## src/rtl/chime_alarm_sequencer.sv

```systemverilog
// chime_alarm_sequencer
//   Buzzer sequencer for the digital clock: hourly pre-beeps (low tone), a
//   top-of-hour final beep (high tone) and a user alarm (high-tone on/off
//   bursts, self-terminating after ALARM_REPS cycles).
// Ports:
//   clk, rst_n          system clock, asynchronous active-low reset
//   chime_en, alarm_en  feature enables (dropping one aborts its sequence)
//   hour*/minute*/second*      current time, BCD digits
//   alarm_hour*/alarm_min*     alarm time, BCD digits
//   stop                single-cycle pulse silencing an active alarm
//   buzzer              registered square-wave buzzer drive
//   busy                any sequence active
//   alarm_active        alarm burst or gap in progress
module chime_alarm_sequencer #(
  parameter int CLK_HZ       = 50_000_000,
  parameter int LOW_TONE_HZ  = 500,
  parameter int HIGH_TONE_HZ = 1000,
  parameter int PRE_BEEPS    = 5,
  parameter int BEEP_MS      = 200,
  parameter int FINAL_MS     = 1000,
  parameter int ALARM_ON_MS  = 250,
  parameter int ALARM_OFF_MS = 250,
  parameter int ALARM_REPS   = 60
) (
  input  logic       clk,
  input  logic       rst_n,
  input  logic       chime_en,
  input  logic       alarm_en,
  input  logic [3:0] hour1,
  input  logic [3:0] hour0,
  input  logic [3:0] minute1,
  input  logic [3:0] minute0,
  input  logic [3:0] second1,
  input  logic [3:0] second0,
  input  logic [3:0] alarm_hour1,
  input  logic [3:0] alarm_hour0,
  input  logic [3:0] alarm_min1,
  input  logic [3:0] alarm_min0,
  input  logic       stop,
  output logic       buzzer,
  output logic       busy,
  output logic       alarm_active
);

  localparam int LOW_HP    = CLK_HZ / (2 * LOW_TONE_HZ);
  localparam int HIGH_HP   = CLK_HZ / (2 * HIGH_TONE_HZ);
  localparam int MS_DIV    = CLK_HZ / 1000;
  localparam int MAX_AB    = (BEEP_MS > FINAL_MS) ? BEEP_MS : FINAL_MS;
  localparam int MAX_CD    = (ALARM_ON_MS > ALARM_OFF_MS) ? ALARM_ON_MS : ALARM_OFF_MS;
  localparam int MAX_MS    = (MAX_AB > MAX_CD) ? MAX_AB : MAX_CD;
  localparam int LW        = $clog2(LOW_HP + 1);
  localparam int HW        = $clog2(HIGH_HP + 1);
  localparam int DW        = $clog2(MS_DIV + 1);
  localparam int MW        = $clog2(MAX_MS + 1);
  localparam int RW        = $clog2(ALARM_REPS + 1);
  // First pre-beep second; 60 when PRE_BEEPS=0, which never matches.
  localparam int PRE_FIRST = 60 - 2 * PRE_BEEPS;

  typedef enum logic [2:0] {
    S_IDLE, S_PRE, S_FINAL, S_ALARM_ON, S_ALARM_OFF
  } state_e;

  state_e        state_q, state_d;
  logic [LW-1:0] low_cnt_q, low_cnt_d;
  logic [HW-1:0] high_cnt_q, high_cnt_d;
  logic [DW-1:0] ms_div_q, ms_div_d;
  logic [MW-1:0] ms_cnt_q, ms_cnt_d;
  logic [RW-1:0] rep_q, rep_d;
  logic [7:0]    sec_q, sec_d;
  logic          low_tone_q, low_tone_d;
  logic          high_tone_q, high_tone_d;
  logic          buzzer_q, buzzer_d;

  logic       ms_tick, sec_edge, time_ok, in_alarm, in_chime;
  logic       ev_alarm, ev_final, ev_pre;
  logic [6:0] sec_bin;

  // Free-running tone toggles and millisecond prescaler.
  always_comb begin
    low_cnt_d   = low_cnt_q + 1'b1;
    low_tone_d  = low_tone_q;
    high_cnt_d  = high_cnt_q + 1'b1;
    high_tone_d = high_tone_q;
    ms_div_d    = ms_div_q + 1'b1;
    if (low_cnt_q == LW'(LOW_HP - 1)) begin
      low_cnt_d  = '0;
      low_tone_d = ~low_tone_q;
    end
    if (high_cnt_q == HW'(HIGH_HP - 1)) begin
      high_cnt_d  = '0;
      high_tone_d = ~high_tone_q;
    end
    if (ms_div_q == DW'(MS_DIV - 1)) ms_div_d = '0;
  end

  assign ms_tick = (ms_div_q == DW'(MS_DIV - 1));

  // Event decode, qualified by a change of the seconds digits.
  assign sec_d    = {second1, second0};
  assign sec_edge = (sec_d != sec_q);
  assign sec_bin  = 7'(second1) * 7'd10 + 7'(second0);
  assign time_ok  = (hour1 <= 4'd9) && (hour0 <= 4'd9) && (minute1 <= 4'd5) &&
                    (minute0 <= 4'd9) && (second1 <= 4'd5) && (second0 <= 4'd9);

  assign ev_alarm = sec_edge && time_ok && alarm_en && (sec_d == 8'h00) &&
                    ({hour1, hour0, minute1, minute0} ==
                     {alarm_hour1, alarm_hour0, alarm_min1, alarm_min0});
  assign ev_final = sec_edge && time_ok && chime_en && (sec_d == 8'h00) &&
                    ({minute1, minute0} == 8'h00);
  assign ev_pre   = sec_edge && time_ok && chime_en && ({minute1, minute0} == 8'h59) &&
                    !second0[0] && (sec_bin >= 7'(PRE_FIRST)) && (sec_bin <= 7'd58);

  assign in_alarm = (state_q == S_ALARM_ON) || (state_q == S_ALARM_OFF);
  assign in_chime = (state_q == S_PRE) || (state_q == S_FINAL);

  always_comb begin
    state_d  = state_q;
    ms_cnt_d = ms_tick ? ms_cnt_q + 1'b1 : ms_cnt_q;
    rep_d    = rep_q;
    if (ev_alarm && (!in_alarm || stop)) begin
      // Alarm start beats a coincident stop and any chime sequence.
      state_d  = S_ALARM_ON;
      ms_cnt_d = '0;
      rep_d    = '0;
    end else if (in_alarm && (stop || !alarm_en)) begin
      state_d  = S_IDLE;
      ms_cnt_d = '0;
    end else if (ev_final && !in_alarm) begin
      state_d  = S_FINAL;
      ms_cnt_d = '0;
    end else if (ev_pre && (state_q == S_IDLE || state_q == S_PRE)) begin
      state_d  = S_PRE;
      ms_cnt_d = '0;
    end else if (in_chime && !chime_en) begin
      state_d  = S_IDLE;
      ms_cnt_d = '0;
    end else begin
      case (state_q)
        S_IDLE: ms_cnt_d = '0;
        S_PRE:
          if (ms_tick && ms_cnt_q == MW'(BEEP_MS - 1)) begin
            state_d  = S_IDLE;
            ms_cnt_d = '0;
          end
        S_FINAL:
          if (ms_tick && ms_cnt_q == MW'(FINAL_MS - 1)) begin
            state_d  = S_IDLE;
            ms_cnt_d = '0;
          end
        S_ALARM_ON:
          if (ms_tick && ms_cnt_q == MW'(ALARM_ON_MS - 1)) begin
            state_d  = S_ALARM_OFF;
            ms_cnt_d = '0;
          end
        S_ALARM_OFF:
          if (ms_tick && ms_cnt_q == MW'(ALARM_OFF_MS - 1)) begin
            rep_d    = rep_q + 1'b1;
            ms_cnt_d = '0;
            state_d  = (rep_q == RW'(ALARM_REPS - 1)) ? S_IDLE : S_ALARM_ON;
          end
        default: begin
          state_d  = S_IDLE;
          ms_cnt_d = '0;
        end
      endcase
    end
  end

  // Buzzer follows the next state so stop/abort silence it on the same edge.
  always_comb begin
    buzzer_d = 1'b0;
    case (state_d)
      S_PRE:                buzzer_d = low_tone_q;
      S_FINAL, S_ALARM_ON:  buzzer_d = high_tone_q;
      default:              buzzer_d = 1'b0;
    endcase
  end

  always_ff @(posedge clk or negedge rst_n) begin
    if (!rst_n) begin
      state_q     <= S_IDLE;
      low_cnt_q   <= '0;
      high_cnt_q  <= '0;
      ms_div_q    <= '0;
      ms_cnt_q    <= '0;
      rep_q       <= '0;
      sec_q       <= 8'h00;
      low_tone_q  <= 1'b0;
      high_tone_q <= 1'b0;
      buzzer_q    <= 1'b0;
    end else begin
      state_q     <= state_d;
      low_cnt_q   <= low_cnt_d;
      high_cnt_q  <= high_cnt_d;
      ms_div_q    <= ms_div_d;
      ms_cnt_q    <= ms_cnt_d;
      rep_q       <= rep_d;
      sec_q       <= sec_d;
      low_tone_q  <= low_tone_d;
      high_tone_q <= high_tone_d;
      buzzer_q    <= buzzer_d;
    end
  end

  assign buzzer       = buzzer_q;
  assign busy         = (state_q != S_IDLE);
  assign alarm_active = in_alarm;

endmodule

```

## config.mk

```make
export PLATFORM = sky130hd
export DESIGN_NAME = chime_alarm_sequencer
export DESIGN_NICKNAME = d
export VERILOG_FILES = /design/src/rtl/chime_alarm_sequencer.sv
export SDC_FILE = /design/constraint.sdc
export NUM_CORES = 1
export LEC_CHECK = 0
export CAP_MARGIN = 20
export CORE_AREA = 10 10 120 89
export CTS_BUF_LIST = sky130_fd_sc_hd__clkbuf_8
export CTS_CLUSTER_SIZE = 40
export DETAILED_ROUTE_END_ITERATION = 8
export DIE_AREA = 0 0 130 99
export PLACE_DENSITY = 0.86
export SYNTH_ARGS = -nofsm -noshare
export SYNTH_HDL_FRONTEND = slang
export SYNTH_SLANG_ARGS = --single-unit
export TNS_END_PERCENT = 100
```

## constraint.sdc

```tcl
create_clock -name clk -period 2 [get_ports clk]
set_input_delay 0.4 -clock clk [delete_from_list [all_inputs] [get_ports clk]]
set_output_delay 0.4 -clock clk [all_outputs]
set_load 0.01 [all_outputs]
```

==> flow_metrics.tcl, run 1 <==
set metrics [dict create \
    setup_violations 20 \
    setup_tns_ns -10.13 \
    ys_ff_latch 77 \
    synth-async-reset-ratio_pct 100 \
    critical_path.startpoint "second0[1]" \
    gp_congestion 0.914 \
    synth_edf_count 0 \
    clock.fmax_mhz 364 \
    drv_slew 0 \
    slowest_stage "or4b_4" \
    maxSlewHeadroom_pct 57.7 \
    final_common_cell "dfrtp_1" \
    violations "negative setup slack" \
    crit_required_ns 2.27 \
    grt_pass1_wl_um 19600 \
    rr_worst_depth 9 \
    grt_pass1_vias 3966 \
    leakage_uw 0.00273 \
    hold_buffers 0 \
    syn_area_per_cell_um2 10.2 \
    critical_path.max_stage_delay_ns 0.55 \
    final_util_pct 72.7 \
    worst_slew_pin_slew_ns 0.634 \
    place_ws_ns -1.38 \
    r2r_end "state_q[2]" \
    worstSetupEndpoint "state_q[2]" \
    synth-compound-area-share_pct 6.15 \
    seq_power_share_pct 45.5 \
    setup_slack_ns -0.746 \
    wire_per_inst_um 20.0 \
    nNetsFinal 611 \
    ys_seq_area_share_pct 44.3 \
    end_kind "flop" \
    post-route-period-util_pct 137 \
    yosysUniqueCellTypes 58 \
    drc 0 \
    yosysWarnings 0 \
    area_delta_synth_final_pct 39.3 \
    core_area_um2 8340 \
    max-cap-violations 0 \
    initial_core_util_pct 52.2 \
    die_h_um 99 \
    grt_usage_pct 19.0 \
    syn_nets 487 \
    row_count 28 \
    cts.clk_slew.worst_paths_ns 0.08 \
    cp.arrival_ns 3.02 \
    synth_mux_area_share_pct 0.920 \
    synthesis.area_um2 4350 \
    worstPathMaxFanout 5 \
    min_path_type "primary input to async pin" \
    grt_max_degree 50 \
    clk_path_buf_depth 2 \
    cts_tree "done" \
    synth_xor_xnor_area_share_pct 16.1 \
    die_w_um 130 \
    power_frac_comb_pct 13.0 \
    drive_gt1_share_pct 27.6 \
    antennaDiodeCount 0 \
    reg2reg_slack_ns -0.41 \
    ir_drop_v 0.000368 \
    vias_per_cell 5.94 \
    synth_cells 428 \
    power.density_nw_per_um2 569 \
    grt_antenna_before_repair 0 \
    clk_latency_ns 0.35 \
    switching_share_pct 23.1 \
    path_class "primary input to flop" \
    ant_nets 0 \
    die_area_um2 12900 \
    pwr-share-clk_pct 41.5 \
    synth_top_family_by_area "simple AND/OR/NAND/NOR gates" \
    internal_power_uw 2650 \
    cts-root-buf "clkbuf_8" \
    switchingPower_uw 797 \
    numCtsBuffers 9 \
    wl_um 13200 \
    grt_setup_unrepaired "true" \
    timing.rr.start "sec_q[3]" \
    vias 3930 \
    synth-simple-area-share_pct 25.7 \
    layout_common_cells "dfrtp_1, buf_4, nor2_1" \
    start_kind "primary input" \
    skew_ns 0.00785 \
    synth-main-ff-cell "dfrtp_1" \
    hold_viol_final 0 \
    drt_iter0_drc 412 \
    min_period_ns 2.75 \
    hpwl_um 7940 \
    dr.pass1.iters 5 \
    cts_max_level 3 \
    io_buffer_count 47 \
    path_cells "clkdlybuf4s15_2 > ha_4 > inv_2 > fa_2 > a21boi_1 > mux2i_1 > a211oi_2 > a31oi_2 > buf_4 > or4b_4 > nor2_2" \
    gr-total-overflow 0 \
    synth_fa_ha_area_share_pct 4.37 \
    ios 48 \
    clock-sinks 77 \
    outcome "finished, violations left" \
]
[power by group through the flow]
stage	combinational (µW)	clock, µW	sequential, µW
2_1_floorplan	135	0	1600
3_3_place_gp	332	0	1600
3_5_place_dp	344	0	1600
4_1_cts	392	1450	1570
5_1_grt	477	1520	1570
6_report	448	1430	1570
[layer usage]
| layer | part of all wire (%) | global-route usage [%] |
|---|---|---|
| met2 | 46 | 30.6 |
| met4 | 3.9 | 7.59 |
| met1 | 42 | 23.2 |
| met3 | 8.1 | 5.94 |
| met5 | 0 | 0 |
[cell families after synthesis]
kind of cell	count (synthesis)
AO/OA/AOI/OAI	35
XOR/XNOR	80
adder cells (fa/ha/maj)	14
buffers and inverters	25
flip-flops	77
multiplexers	4
AND/OR/NAND/NOR	193
[repair_timing]
action                                  in CTS  in global routing
buffers inserted                            10                  5
gates resized for setup                     51                 43
gates cloned                                 1                  0
pin swaps                                   19                  6
endpoints found under the setup margin      22                 24
[layout make-up]
class | count | area [µm²]
clock inverters | 6 | 109
flip-flops and latches | 77 | 1930
inverters | 14 | 52.6
repair buffers | 123 | 1080
multi-input cells | 327 | 2620
well taps | 105 | 131
clock buffers | 10 | 138
fillers | 528 | 2280
[state kept, by name, summed over array words and instances, names as in the netlist]
| signal | count |
|---|---|
| low_cnt_q | 16 |
| state_q | 3 |
| buzzer | 1 |
| ms_cnt_q | 10 |
| low_tone_q | 1 |
| sec_q | 8 |
| rep_q | 6 |
| ms_div_q | 16 |
| high_cnt_q | 15 |
| high_tone_q | 1 |
[Yosys cell counts (2+ instances only)]
library cell | number | area [µm²]
a21oi_1 | 4 | 20.0
xnor2_1 | 28 | 245
or3_1 | 3 | 18.8
dfrtp_1 | 77 | 1930
nor4bb_1 | 3 | 30.0
nand2b_1 | 4 | 25.0
nor4b_1 | 4 | 35.0
nor3_1 | 5 | 25.0
ha_1 | 12 | 150
nor2_1 | 50 | 188
clkbuf_1 | 3 | 11.3
and4_1 | 4 | 35.0
o21ai_0 | 8 | 40.0
nor4_4 | 2 | 42.5
buf_2 | 6 | 30.0
nand3_1 | 25 | 125
nand4_1 | 12 | 75.1
nand2_1 | 25 | 93.8
mux2i_1 | 4 | 40.0
xor2_1 | 52 | 455
o21bai_1 | 2 | 15.0
nor4_1 | 11 | 68.8
fa_1 | 2 | 40.0
and2_1 | 3 | 18.8
nor3b_1 | 2 | 15.0
and3_1 | 14 | 87.6
a211oi_1 | 2 | 15.0
or4_1 | 2 | 15.0
or2_2 | 2 | 12.5
nor3_2 | 9 | 90.1
inv_1 | 14 | 52.6
o2111ai_1 | 2 | 17.5
nor2b_1 | 6 | 37.5
o22a_1 | 2 | 17.5
[worst max-delay path: cells and delay by family]
family	cells	cell delay [ns]
AOI/OAI and AO/OA	3	0.53
adders and majority gates	2	0.63
buffers and inverters	3	0.44
muxes	1	0.32
and+or+nand+nor	2	0.71
[metrics by stage]
stage	total power (µW)	hold WS (ns)	instances	cell area [µm²]
after floorplan	1730	0.104	428	4390
after global placement	1930	0.436	631	5400
after detailed placement	1940	0.458	631	5400
after CTS	3410	0.0763	657	5840
after global routing	3570	0.0810	662	6060
final	3450	0.0591	662	6060
[worst min-delay path by stage]
stage                      start           end
floorplan                  rst_n        buzzer
global placement    low_cnt_q[0]  low_cnt_q[0]
detailed placement         rst_n   ms_cnt_q[4]
CTS                        rst_n   ms_cnt_q[4]
global route               rst_n   ms_cnt_q[4]
finish                     rst_n   ms_cnt_q[4]
Power figures use the tool's default switching activity.
==> run 2, diff against run 1 <==
--- a/config.mk
+++ b/config.mk
@@ -5,13 +5,14 @@
 export SDC_FILE = /design/constraint.sdc
 export NUM_CORES = 1
 export LEC_CHECK = 0
+export ABC_AREA = 1
 export CAP_MARGIN = 20
-export CORE_AREA = 10 10 120 89
+export CORE_AREA = 10 10 124 92
 export CTS_BUF_LIST = sky130_fd_sc_hd__clkbuf_8
 export CTS_CLUSTER_SIZE = 40
 export DETAILED_ROUTE_END_ITERATION = 8
-export DIE_AREA = 0 0 130 99
-export PLACE_DENSITY = 0.86
+export DIE_AREA = 0 0 134 102
+export PLACE_DENSITY = 0.87
 export SYNTH_ARGS = -nofsm -noshare
 export SYNTH_HDL_FRONTEND = slang
 export SYNTH_SLANG_ARGS = --single-unit
==> flow_metrics.tcl, run 2 <==
set metrics [dict create \
    ios 48 \
    hold_viol_final 0 \
    numCtsBuffers 9 \
    stdcell_area_um2 6060 \
    drc 0 \
    io_buffer_count 47 \
    clock.fmax_mhz 476 \
    max-cap-violations 0 \
    yosysWarnings 0 \
    drt_iter0_drc 261 \
    area_delta_synth_final_pct 27.5 \
    critical_path.max_stage_delay_ns 0.54 \
    slowest_stage "fa_2" \
    wl_um 12000 \
    gr-total-overflow 0 \
    ir_drop_v 0.000394 \
    ys_ff_latch 77 \
    die_h_um 102 \
    holdWs_ns 0.171 \
    synthesis.area_um2 4750 \
    grt_usage_pct 16.8 \
    antennaDiodeCount 0 \
    synthTopCellsByCount "nand2_1, inv_1, nor2_1" \
    final_common_cell "nand2_1" \
    skew_ns 0.00997 \
    grt_pass1_vias 4163 \
    cts.clk_slew.worst_paths_ns 0.08 \
    dpl.cell_count 843 \
    worst_slew_pin_slew_ns 0.410 \
    crit_family "adder cells" \
    grt_max_degree 49 \
    outcome "finished, violations left" \
    largestRegisters "low_cnt_q: 16 flops, ms_div_q: 16 flops, high_cnt_q: 15 flops" \
    syn_area_per_cell_um2 7.33 \
    die_w_um 134 \
    nNetsFinal 802 \
    stdcell_count 872 \
    leakage_uw 0.00309 \
    min_period_ns 2.10 \
    grt_antenna_before_repair 0 \
    dpl_cell_area_um2 5600 \
    clk_path_buf_depth 2 \
    initial_core_util_pct 53.0 \
    synth.area.top_cells "dfrtp_1, nand2_1, inv_1" \
    cts-root-buf "clkbuf_8" \
    synth_cells 648 \
    hpwl_um 8580 \
    critPathBufInv 2 \
    cp.arrival_ns 2.40 \
    die_area_um2 13700 \
    ys_seq_area_share_pct 40.5 \
    core_area_um2 8960 \
    post-route-period-util_pct 105 \
    gp_congestion 0.923 \
    row_count 29 \
    grt_setup_unrepaired "true" \
    crit_path_frequent_cell "nand2_1" \
    wire_per_inst_um 13.8 \
    worstPathMaxFanout 5 \
    clock-sinks 77 \
    path_class "primary input to flop" \
    synth_top_area_share_pct 40.5 \
    setup_slack_ns -0.101 \
    maxSlewHeadroom_pct 72.7 \
    cts_max_level 3 \
    path_cells "buf_8 > ha_4 > ha_4 > inv_2 > fa_2 > xor2_1 > nand2_1 > nor2_4 > nand2_1 > nand2_1 > nand2_1 > nand2_1 > nand3_1 > nand2_1" \
    min_path_type "primary input to flop" \
    end_kind "flop" \
    power.density_nw_per_um2 507 \
    yosysUniqueCellTypes 39 \
    dr.pass1.iters 5 \
    synth-main-ff-cell "dfrtp_1" \
    cts_tree "done" \
    crit_required_ns 2.30 \
    post-synth-top-count-cell "nand2_1" \
    ant_nets 0 \
    n_fill_cell 694 \
    drv_slew 0 \
    setup_violations 8 \
    syn_nets 707 \
    clk_latency_ns 0.36 \
    start_kind "primary input" \
    synth_edf_count 0 \
    drive_gt1_share_pct 15.9 \
    synth-async-reset-ratio_pct 100 \
    layout_common_cells "nand2_1, inv_1, nor2_1" \
    violations "negative setup slack" \
    grt_pass1_wl_um 19100 \
    vias 4471 \
    vias_per_cell 5.13 \
    yosys.area.top_type "dfrtp_1" \
]
==> run 2: through the flow <==
step                TNS [ns]  power [µW]  util [%]  worst slack (ns)
floorplan             -0.377        1750         -           -0.0373
global placement      -12.20        1960      62.5            -0.772
detailed placement    -13.88        1970      62.5            -0.941
CTS                        0        3080      65.5           0.00504
global route           -1.05        3220      67.6            -0.196
finish                -0.232        3070      67.6            -0.101
==> run 2: cell families (layout without fill, tap and decap cells) <==
| group | Yosys count | after routing | synth area share (%) |
|---|---|---|---|
| compound gates | 55 | 55 | 6.19 |
| xor+xnor | 34 | 34 | 6.27 |
| fa+ha+maj | 14 | 14 | 4.00 |
| buf+inv | 124 | 223 | 9.85 |
| flops | 77 | 77 | 40.5 |
| simple gates | 344 | 345 | 33.1 |
==> run 2: area by class of cell <==
cell class	instances	area, µm²	share of cell area, %
clock buffer	11	151	2.50
tap	124	155	2.56
inverter	123	463	7.64
clock inverter	5	33.8	0.558
timing repair buffer	84	757	12.5
sequential	77	1930	31.8
multi-input combinational	448	2570	42.5
==> run 2: path summary, 6_finish.rpt <==
path / start / end / slack [ns] / cells after the start
max in group asynchronous: rst_n / ms_cnt_q[2] / 0.91 / 3
max: second1[1] / buzzer / -0.10 / 14
min in group asynchronous: rst_n / buzzer / 0.51 / 2
min reg2reg: high_tone_q / high_tone_q / 0.49 / 1
min: second1[1] / sec_q[5] / 0.17 / 1
max reg2reg: high_cnt_q[1] / high_cnt_q[10] / 0.06 / 10
==> run 2: timing repair <==
action,in CTS,in global routing
hold buffers,1,0
pin swaps,19,23
gates resized for setup,38,30
buffers inserted,0,11
endpoints found under the setup margin,20,25
hold endpoints to repair,29,0
cloned,1,0
==> run 2: routing by layer <==
layer / wire length [µm] / global-route usage, % / part of all wire, %
met5: 0 / 0 / 0
met4: 197 / 5.00 / 1.6
met3: 541 / 3.58 / 4.5
met2: 5990 / 28.9 / 50
met1: 5280 / 21.0 / 44
==> run 2: worst reg2reg max path: stages, from the launching register on <==
cell and delay [ns]:
dfrtp_1 0.38, ha_2 0.19, nand2_1 0.09, nor2_2 0.16
nand4_1 0.13, or2_4 0.29, nor3_4 0.25, buf_4 0.16
a21oi_1 0.05, o21ai_0 0.09, inv_1 0.06
==> run 2: power by group <==
| group | internal (µW) | switching, µW |
|---|---|---|
| clock | 518 | 576 |
| combinational | 204 | 205 |
| sequential | 1560 | 6.41 |
| total | 2290 | 787 |
